===== src/rtl/alu_sched_pkg.sv =====
// Shared types for the ALU request scheduler: FSM states, function-group codes and an
// ID width helper.
package alu_sched_pkg;

  typedef enum logic [1:0] {
    StIdle,
    StIssue,
    StWait,
    StResp
  } state_e;

  localparam logic [1:0] GRP_ARITH = 2'b00;
  localparam logic [1:0] GRP_LOGIC = 2'b01;
  localparam logic [1:0] GRP_CMP   = 2'b10;
  localparam logic [1:0] GRP_SHIFT = 2'b11;

  function automatic int unsigned id_w(input int unsigned n);
    return (n > 1) ? $clog2(n) : 1;
  endfunction

endpackage


===== src/rtl/rr_arbiter.sv =====
// Combinational round-robin arbiter: grants the first requester after 'last', wrapping.
module rr_arbiter
  import alu_sched_pkg::*;
#(
  parameter int unsigned NUM_REQ = 4,
  parameter int unsigned IdW     = id_w(NUM_REQ)
) (
  input  logic [NUM_REQ-1:0] req,
  input  logic [IdW-1:0]     last,
  output logic [NUM_REQ-1:0] gnt,
  output logic [IdW-1:0]     gnt_idx,
  output logic               gnt_valid
);

  logic [IdW-1:0] idx_k;

  always_comb begin
    gnt       = '0;
    gnt_idx   = '0;
    gnt_valid = 1'b0;
    idx_k     = '0;
    for (int unsigned i = 1; i <= NUM_REQ; i++) begin
      idx_k = IdW'((32'(last) + i) % NUM_REQ);
      if (!gnt_valid && req[idx_k]) begin
        gnt_valid  = 1'b1;
        gnt[idx_k] = 1'b1;
        gnt_idx    = idx_k;
      end
    end
  end

endmodule


===== src/rtl/alu_req_sched.sv =====
// Round-robin scheduler sharing one ALU between NUM_REQ requesters, one op in flight.
// Define ALU_REQ_SCHED_FLAG_CHECK_EN to flag responses whose group flag was clear.
module alu_req_sched
  import alu_sched_pkg::*;
#(
  parameter int unsigned NUM_REQ  = 4,
  parameter int unsigned WIDTHA   = 16,
  parameter int unsigned WIDTHART = 32,
  parameter int unsigned ALU_LAT  = 1
) (
  input  logic                        CLK,
  input  logic                        RST,
  input  logic [NUM_REQ-1:0]          req_valid,
  output logic [NUM_REQ-1:0]          req_ready,
  input  logic [NUM_REQ*WIDTHA-1:0]   req_a,
  input  logic [NUM_REQ*WIDTHA-1:0]   req_b,
  input  logic [NUM_REQ*4-1:0]        req_fun,
  output logic [WIDTHA-1:0]           alu_a,
  output logic [WIDTHA-1:0]           alu_b,
  output logic [3:0]                  alu_fun,
  input  logic [WIDTHART-1:0]         alu_arith_out,
  input  logic [WIDTHA-1:0]           alu_logic_out,
  input  logic [WIDTHA-1:0]           alu_cmp_out,
  input  logic [WIDTHA-1:0]           alu_shift_out,
  input  logic                        alu_carry,
  input  logic [3:0]                  alu_flags,
  output logic                        rsp_valid,
  input  logic                        rsp_ready,
  output logic [id_w(NUM_REQ)-1:0]    rsp_id,
  output logic [WIDTHART-1:0]         rsp_data,
  output logic                        rsp_carry,
  output logic                        rsp_err
);

  localparam int unsigned IdW = id_w(NUM_REQ);

  state_e               state_q, state_d;
  logic [IdW-1:0]       last_q, op_id_q, rsp_id_q, gnt_idx;
  logic [NUM_REQ-1:0]   gnt;
  logic                 gnt_valid, accept, capture;
  logic [WIDTHA-1:0]    op_a_q, op_b_q;
  logic [3:0]           op_fun_q;
  logic [2:0]           cnt_q;
  logic [WIDTHART-1:0]  rsp_data_q, res_sel;
  logic                 rsp_carry_q, carry_sel;
  logic [1:0]           grp;
  logic [WIDTHA-1:0]    a_arr [NUM_REQ];
  logic [WIDTHA-1:0]    b_arr [NUM_REQ];
  logic [3:0]           f_arr [NUM_REQ];

  for (genvar i = 0; i < NUM_REQ; i++) begin : g_unpack
    assign a_arr[i] = req_a[i*WIDTHA +: WIDTHA];
    assign b_arr[i] = req_b[i*WIDTHA +: WIDTHA];
    assign f_arr[i] = req_fun[i*4 +: 4];
  end

  rr_arbiter #(
    .NUM_REQ (NUM_REQ),
    .IdW     (IdW)
  ) u_arb (
    .req       (req_valid),
    .last      (last_q),
    .gnt       (gnt),
    .gnt_idx   (gnt_idx),
    .gnt_valid (gnt_valid)
  );

  always_ff @(posedge CLK) begin
    if (RST) state_q <= StIdle;
    else     state_q <= state_d;
  end

  always_comb begin
    state_d = state_q;
    unique case (state_q)
      StIdle:  if (gnt_valid) state_d = StIssue;
      StIssue: state_d = StWait;
      StWait:  if (cnt_q == 3'd0) state_d = StResp;
      StResp:  if (rsp_ready) state_d = StIdle;
      default: state_d = StIdle;
    endcase
  end

  always_comb begin
    req_ready = '0;
    rsp_valid = 1'b0;
    accept    = 1'b0;
    capture   = 1'b0;
    unique case (state_q)
      StIdle: begin
        req_ready = gnt;
        accept    = gnt_valid;
      end
      StWait:  capture = (cnt_q == 3'd0);
      StResp:  rsp_valid = 1'b1;
      default: ;
    endcase
  end

  assign grp = op_fun_q[3:2];

  always_comb begin
    res_sel   = '0;
    carry_sel = 1'b0;
    unique case (grp)
      GRP_ARITH: begin
        res_sel   = alu_arith_out;
        carry_sel = alu_carry;
      end
      GRP_LOGIC: res_sel = WIDTHART'(alu_logic_out);
      GRP_CMP:   res_sel = WIDTHART'(alu_cmp_out);
      GRP_SHIFT: res_sel = WIDTHART'(alu_shift_out);
      default:   res_sel = '0;
    endcase
  end

  // Operand registers feed the ALU directly so its inputs only move on a grant.
  always_ff @(posedge CLK) begin
    if (RST) begin
      last_q      <= IdW'(NUM_REQ - 1);
      op_id_q     <= '0;
      op_a_q      <= '0;
      op_b_q      <= '0;
      op_fun_q    <= '0;
      cnt_q       <= '0;
      rsp_id_q    <= '0;
      rsp_data_q  <= '0;
      rsp_carry_q <= 1'b0;
    end else begin
      if (accept) begin
        op_a_q   <= a_arr[gnt_idx];
        op_b_q   <= b_arr[gnt_idx];
        op_fun_q <= f_arr[gnt_idx];
        op_id_q  <= gnt_idx;
        last_q   <= gnt_idx;
      end
      if (state_q == StIssue) begin
        cnt_q <= 3'(ALU_LAT - 1);
      end else if (state_q == StWait && cnt_q != 3'd0) begin
        cnt_q <= cnt_q - 3'd1;
      end
      if (capture) begin
        rsp_id_q    <= op_id_q;
        rsp_data_q  <= res_sel;
        rsp_carry_q <= carry_sel;
      end
    end
  end

`ifdef ALU_REQ_SCHED_FLAG_CHECK_EN
  logic rsp_err_q;

  always_ff @(posedge CLK) begin
    if (RST)          rsp_err_q <= 1'b0;
    else if (capture) rsp_err_q <= ~alu_flags[grp];
  end

  assign rsp_err = rsp_err_q;
`else
  logic unused_flags;
  assign unused_flags = ^alu_flags;
  assign rsp_err      = 1'b0;
`endif

  assign alu_a     = op_a_q;
  assign alu_b     = op_b_q;
  assign alu_fun   = op_fun_q;
  assign rsp_id    = rsp_id_q;
  assign rsp_data  = rsp_data_q;
  assign rsp_carry = rsp_carry_q;

endmodule


===== config.mk =====
export PLATFORM = sky130hd
export DESIGN_NAME = alu_req_sched
export DESIGN_NICKNAME = d
export VERILOG_FILES = /design/src/rtl/alu_sched_pkg.sv /design/src/rtl/rr_arbiter.sv /design/src/rtl/alu_req_sched.sv
export SDC_FILE = /design/constraint.sdc
export NUM_CORES = 1
export LEC_CHECK = 0
export ABC_AREA = 1
export CORE_AREA = 2 2 123 125
export CTS_BUF_LIST = sky130_fd_sc_hd__clkbuf_8
export CTS_CLUSTER_SIZE = 24
export DETAILED_ROUTE_END_ITERATION = 8
export DIE_AREA = 0 0 125 127
export PLACE_DENSITY_LB_ADDON = 0.1
export SETUP_SLACK_MARGIN = 0.2
export SLEW_MARGIN = 0
export SYNTH_ARGS = -nofsm -noshare
export SYNTH_HDL_FRONTEND = slang
export SYNTH_SLANG_ARGS = --single-unit

===== constraint.sdc =====
create_clock -name CLK -period 5.6 [get_ports CLK]
set_input_delay 1.12 -clock CLK [delete_from_list [all_inputs] [get_ports CLK]]
set_output_delay 1.12 -clock CLK [all_outputs]
set_load 0.1 [all_outputs]

## Yosys cells after proc, flatten, opt, wreduce, memory -nomap -nowiden

Cells that the tools add are included.

- Output and inout port bits: 77
- Register bits: 80
- Bits in latches: 0
- Word-level logic and storage cells: 101
- Input port bits: 236
- ROM bits: 0
- Memories: 0
- RAM bits: 0

- $add $sub $neg: 5
- Bitwise operators: 4
- Order comparisons: 9
- Eq/ne operators: 9
- Shift-type cells: 0
- Multiplexer cells: 47
- Div/mod/pow operators: 0
- Multipliers: 0
- Reduce and logical (&&, ||, !) cells: 17

Operators by type and width:

| kind | number |
|---|---|
| $pmux 32 s4 | 1 |
| $bmux 16 s2 | 2 |
| $mux 16 | 4 |
| $mux 4 | 7 |
| $mux 1 | 16 |
| $mux 2 | 7 |
| $lt 2x3->1 const B | 4 |
| $or 4x4->4 | 3 |
| $bmux 1 s2 | 4 |
| $bmux 4 s2 | 1 |
| $demux 1 s2 | 4 |
| $eq 2x2->1 const B | 4 |
| $ge 2x1->1 const B | 4 |
| $logic_and 1x1->1 | 8 |
| $pmux 2 s4 | 1 |
| $ne 2x2->1 const B | 3 |
| $add 2x1->2 const B | 2 |
| $add 2x2->2 const B | 2 |
| $eq 2x1->1 const B | 2 |
| $logic_not 2->1 | 2 |
| $ge 3x3->1 const B | 1 |
| $logic_not 1->1 | 3 |
| $logic_not 3->1 | 1 |
| $not 2->3 | 1 |
| 4 further kinds | 4 |

## Longest topological paths before layout

- Depth after elaboration: 17
- Gate-level depth with buffers: 17
- Gate-level depth less buffers: 15

## By module

A second synthesis with hierarchy kept.

- Cell total of the unflattened synthesis: 874
- Area total of the unflattened synthesis: 5311.3 µm²

Modules (own cells, without submodules):

| module | area each (µm²) | cells each | times used | seq. area each (µm²) |
|---|---|---|---|---|
| alu_req_sched | 4853.4 | 800 | 1 | 1601.5 |
| rr_arbiter | 457.9 | 74 | 1 | 0.0 |

## Least setup slack after synthesis

No wires, ideal clock.

- Path type: input-to-output
- Start: input req_valid[0]
- End: output req_ready[0]
- Slack: 1.893 ns
- Cell stages on the path: 11
- Required time: 4.480 ns
- Buffers on the path: 0
- Data arrival time: 2.587 ns
- Cells stage by stage: nand2_1 nand2_2 nand2_2 nand2_4 nor2_8 nand2_2 inv_1 nand3_1 o21ai_0 nand2_1 inv_1

- Cells in the longest elaborated chain, start to end: 13

Ends and longest elaborated chain:

| item | line | source |
|---|---|---|
| start: declaration | alu_req_sched.sv:13 | `input logic [NUM_REQ-1:0] req_valid,` |
| $bmux 1 s2 | rr_arbiter.sv:24 | `if (!gnt_valid && req[idx_k]) begin` |
| $mux 1 (implied by the code) | rr_arbiter.sv:24 |  |
| $mux 1 | rr_arbiter.sv:24 |  |
| $logic_not 1->1 | rr_arbiter.sv:24 |  |
| $logic_and 1x1->1 | rr_arbiter.sv:24 |  |
| $mux 1 | rr_arbiter.sv:24 |  |
| $logic_not 1->1 | rr_arbiter.sv:24 |  |
| $logic_and 1x1->1 | rr_arbiter.sv:24 |  |
| $mux 1 | rr_arbiter.sv:24 |  |
| $logic_not 1->1 | rr_arbiter.sv:24 |  |
| $logic_and 1x1->1 | rr_arbiter.sv:24 |  |
| $mux 4 (*) | rr_arbiter.sv:24 |  |
| $mux 4 (*) | alu_req_sched.sv:89 | `unique case (state_q)` |
| end: declaration | alu_req_sched.sv:14 | `output logic [NUM_REQ-1:0] req_ready,` |

Every way passes the cells marked *; elsewhere a longest branch is shown, timed or not. The select of a mux whose other input is x is not followed.

## Final worst setup path

- Start: input req_valid[3]
- End: register op_a_q[10] (netlist: alu_a[10])

- Cells in the longest elaborated chain, start to end: 16

Ends and longest elaborated chain:

| item | line | source |
|---|---|---|
| $bmux 1 s2 | rr_arbiter.sv:24 |  |
| $mux 1 (implied by the code) | rr_arbiter.sv:24 |  |
| $mux 1 | rr_arbiter.sv:24 |  |
| $logic_not 1->1 | rr_arbiter.sv:24 |  |
| $logic_and 1x1->1 | rr_arbiter.sv:24 |  |
| $mux 1 | rr_arbiter.sv:24 |  |
| $logic_not 1->1 | rr_arbiter.sv:24 |  |
| $logic_and 1x1->1 | rr_arbiter.sv:24 |  |
| $mux 1 | rr_arbiter.sv:24 |  |
| $logic_not 1->1 | rr_arbiter.sv:24 |  |
| $logic_and 1x1->1 | rr_arbiter.sv:24 |  |
| $mux 2 | rr_arbiter.sv:24 |  |
| $not 2->3 (implied by the code) | alu_req_sched.sv:131 | `op_a_q <= a_arr[gnt_idx];` |
| $bmux 16 s2 | alu_req_sched.sv:131 |  |
| $mux 16 (implied by the code) (2 in a row) | alu_req_sched.sv:131 |  |
| end signal: assignment | alu_req_sched.sv:131 |  |
| end: declaration | alu_req_sched.sv:41 | `logic [WIDTHA-1:0] op_a_q, op_b_q;` |

Several ways; a longest one is shown, not always the timed one. The select of a mux whose other input is x is not followed.
A chain may end at the register's enable or synchronous reset.

==> reports/qor.yml <==
busiest_layer: "met2"
reg2reg_slack_ns: 1.56
die_h_microns: 127
nets: 1399
critPathMaxStageDelay_ns: 0.93
num_vias: 6342
firstDrtPassIters: 4
pre_cts_ws_ns: 0.974
track_usage_pct: 23.1
p_comb_share_pct: 76.7
final_common_cell: "clkdlybuf4s50_1"
fmax_mhz: 236
met3_usage_pct: 7.91
fin_crit_sh_pct: 75.7
initial_core_util_pct: 37.1
clock_path_buffers: 2
finalSetupViolCount: 0
post_cts_buffers: 0
p_sw_share_pct: 61.3
antenna_found_initial: 0
ctsResizeCount: 0
ys_seq_area_share_pct: 29.9
core_region_area_sq_um: 14400
fp-row-count: 44
timing.max_cap.violations: 0
root_buffer: "clkbuf_8"
ir_worst_vdd_mv: 0.367
post_dp_cell_area_sq_um: 8400
mostFrequentLayoutCells: "clkdlybuf4s50_1 (302), nand2_1 (234), nand3_1 (138)"
skew_ns: 0.00991
final_cells: 1336
syn_inst: 876
layout_min_cycle_time_ns: 4.24
p_int_mw: 2.16
fin_ws_ns: 1.36
cp_common_cell: "nand2_1"
gp_congestion: 0.804
port_buffers: 307
cp.depth: 14
cts_buffers: 9
synth-seq-cells: 80
total_power_mw: 5.57
critical_path.top_delay_family: "simple AND/OR/NAND/NOR gates"
cts.clk_slew.worst_paths_ns: 0.08
tightest_slew_ns: 1.24
cts.sinks: 80
place_hpwl_mm: 13.9
cp-start-kind: "input pin"
gr-total-overflow: 0
die_w_microns: 125
postCtsHoldBufs: 0
drive_gt1_share_pct: 4.69
synth_area_sq_um: 5350
outcome: "complete, no violations"
crit_path_end_kind: "flop"
reg2reg_depth: 13
path_cells: "clkdlybuf4s50_1 -> nand2_1 -> nand3_1 -> nand2_2 -> inv_4 -> nor2_8 -> nand2_2 -> nand3_2 -> nand2_4 -> inv_4 -> nand2_1 -> nand3_1 -> nand2_1 -> nor2_1"
synth_cell_types: 36
ant_nets: 0
synth_nets: 1126
p_clk_share_pct: 7.8
viasPerCell: 4.75
post-route-cell-area_sq_um: 8600
insertedDiodeCount: 0
grt_pass1_vias: 5887
die_area_sq_um: 15900
power.leakage_nw: 3.99
power.switching_mw: 3.42
cts_tree: "built"
rsz0062_at_grt: "false"
areaGrowthSynthToFinish_pct: 60.6
drc: 0
routedWlPerCell_microns: 14.2
fin_tns_setup_ns: 0
crit_buf_inv: 3
arrival_ns: 4.50
hold_class: "flop to flop"
use_met1_pct: 27.0
clk-insertion-delay-late_ns: 0.36
grt_pass1_wl_mm: 29.7
gr-usage-met2_pct: 40.2
worst_path_max_delay_cell: "nand2_4"
place_inst: 1322
critPathRequiredTime_ns: 5.86
syn_area_per_cell_sq_um: 6.11
cts-htree-levels: 3
wirelength_mm: 18.9
seq_power_share_pct: 15.5
slew_violations: 0
grt_start_max_net_pins: 74
critPathKind: "input pin to flop"
finalHoldViolCount: 0
min_path_cells: 2
yosysWarnings: 0
io_pins: 313
initialDrtViolationCount: 280
slew-limit-headroom_pct: 17.3
crit_fanout: 73
cellPowerDensity_nw_per_um2: 648
[power groups by stage]
| stage | combinational, mW | clock [mW] | sequential, mW |
|---|---|---|---|
| finish | 4.27 | 0.437 | 0.864 |
| global route | 4.67 | 0.478 | 0.888 |
| CTS | 4.32 | 0.450 | 0.864 |
| detailed placement | 4.31 | 0 | 0.876 |
| global placement | 4.29 | 0 | 0.869 |
| floorplan | 2.29 | 0 | 2.00 |
[worst register-to-register path, delay by kind of cell, from the launching register on]
family | cells | cell delay [ns]
buf+inv | 3 | 0.53
fa+ha+maj | 1 | 0.39
flops | 1 | 0.63
simple gates | 9 | 2.39
[logic make-up (layout without fill, tap and decap cells)]
family | count (synthesis) | count (layout) | synth area share (%)
buffers and inverters | 180 | 456 | 14.7
flip-flops | 80 | 80 | 29.9
AND/OR/NAND/NOR | 505 | 505 | 41.3
AO/OA/AOI/OAI | 96 | 96 | 10.8
adder cells (fa/ha/maj) | 14 | 14 | 3.27
other | 1 | 1 | 0.0700
[sequential cells by signal, summed over array words and instances (netlist names)]
name,count
alu_fun,4
last_q,2
op_id_q,2
cnt_q,3
rsp_id,2
alu_a,16
state_q,2
alu_b,16
rsp_data,32
rsp_carry,1
[path summary, 6_finish.rpt]
| path | start | endpoint |
|---|---|---|
| min | rsp_data[16] | rsp_data[16] |
| min reg2reg | rsp_data[16] | rsp_data[16] |
| max | req_valid[3] | alu_a[10] |
| max reg2reg | last_q[0] | alu_a[10] |
[stage by stage]
stage | util [%] | hold WS [ns]
4_1_cts | 59.6 | 0.468
6_report | 59.6 | 0.467
3_5_place_dp | 58.2 | 0.455
2_1_floorplan | - | 0.440
3_3_place_gp | 58.2 | 0.451
5_1_grt | 59.6 | 0.484
[layer usage]
metal,up-vias,share of wire [%],routed length [microns]
met5,-,0,0
met4,0,1.7,316
met2,205,48,9100
li1,3309,-,-
met3,18,8.5,1620
met1,2810,42,7920
[area by class of cell]
type | count | area, sq um
Multi-Input combinational cell | 616 | 2970
Clock buffer | 11 | 151
Fill cell | 1433 | 5830
Clock inverter | 3 | 42.5
Inverter | 128 | 488
Timing Repair Buffer | 314 | 3110
Tap cell | 184 | 230
Sequential cell | 80 | 1600
[cell usage after synthesis, drive strengths merged]
master    n  area share (%)
and2      1            0.12
a41oi    15             2.5
a21oi    43             4.2
buf      32             4.2
a31oi     2            0.23
o22ai     4            0.47
inv     127             9.0
nand2   244              18
a21boi    1            0.14
clkbuf   20             1.4
o21ai    24             2.2
or2       2            0.23
a211oi    3            0.42
a22o      1            0.16
o211ai    2            0.28
ha       14             3.3
nand4     1            0.23
and3     17             2.0
a221oi    1            0.16
conb      1           0.070
dfxtp    80              30
clkinv    1           0.070
nor2     99             7.5
nor3      1           0.093
nand3   140              13
(Power assumes the default switching activity.)
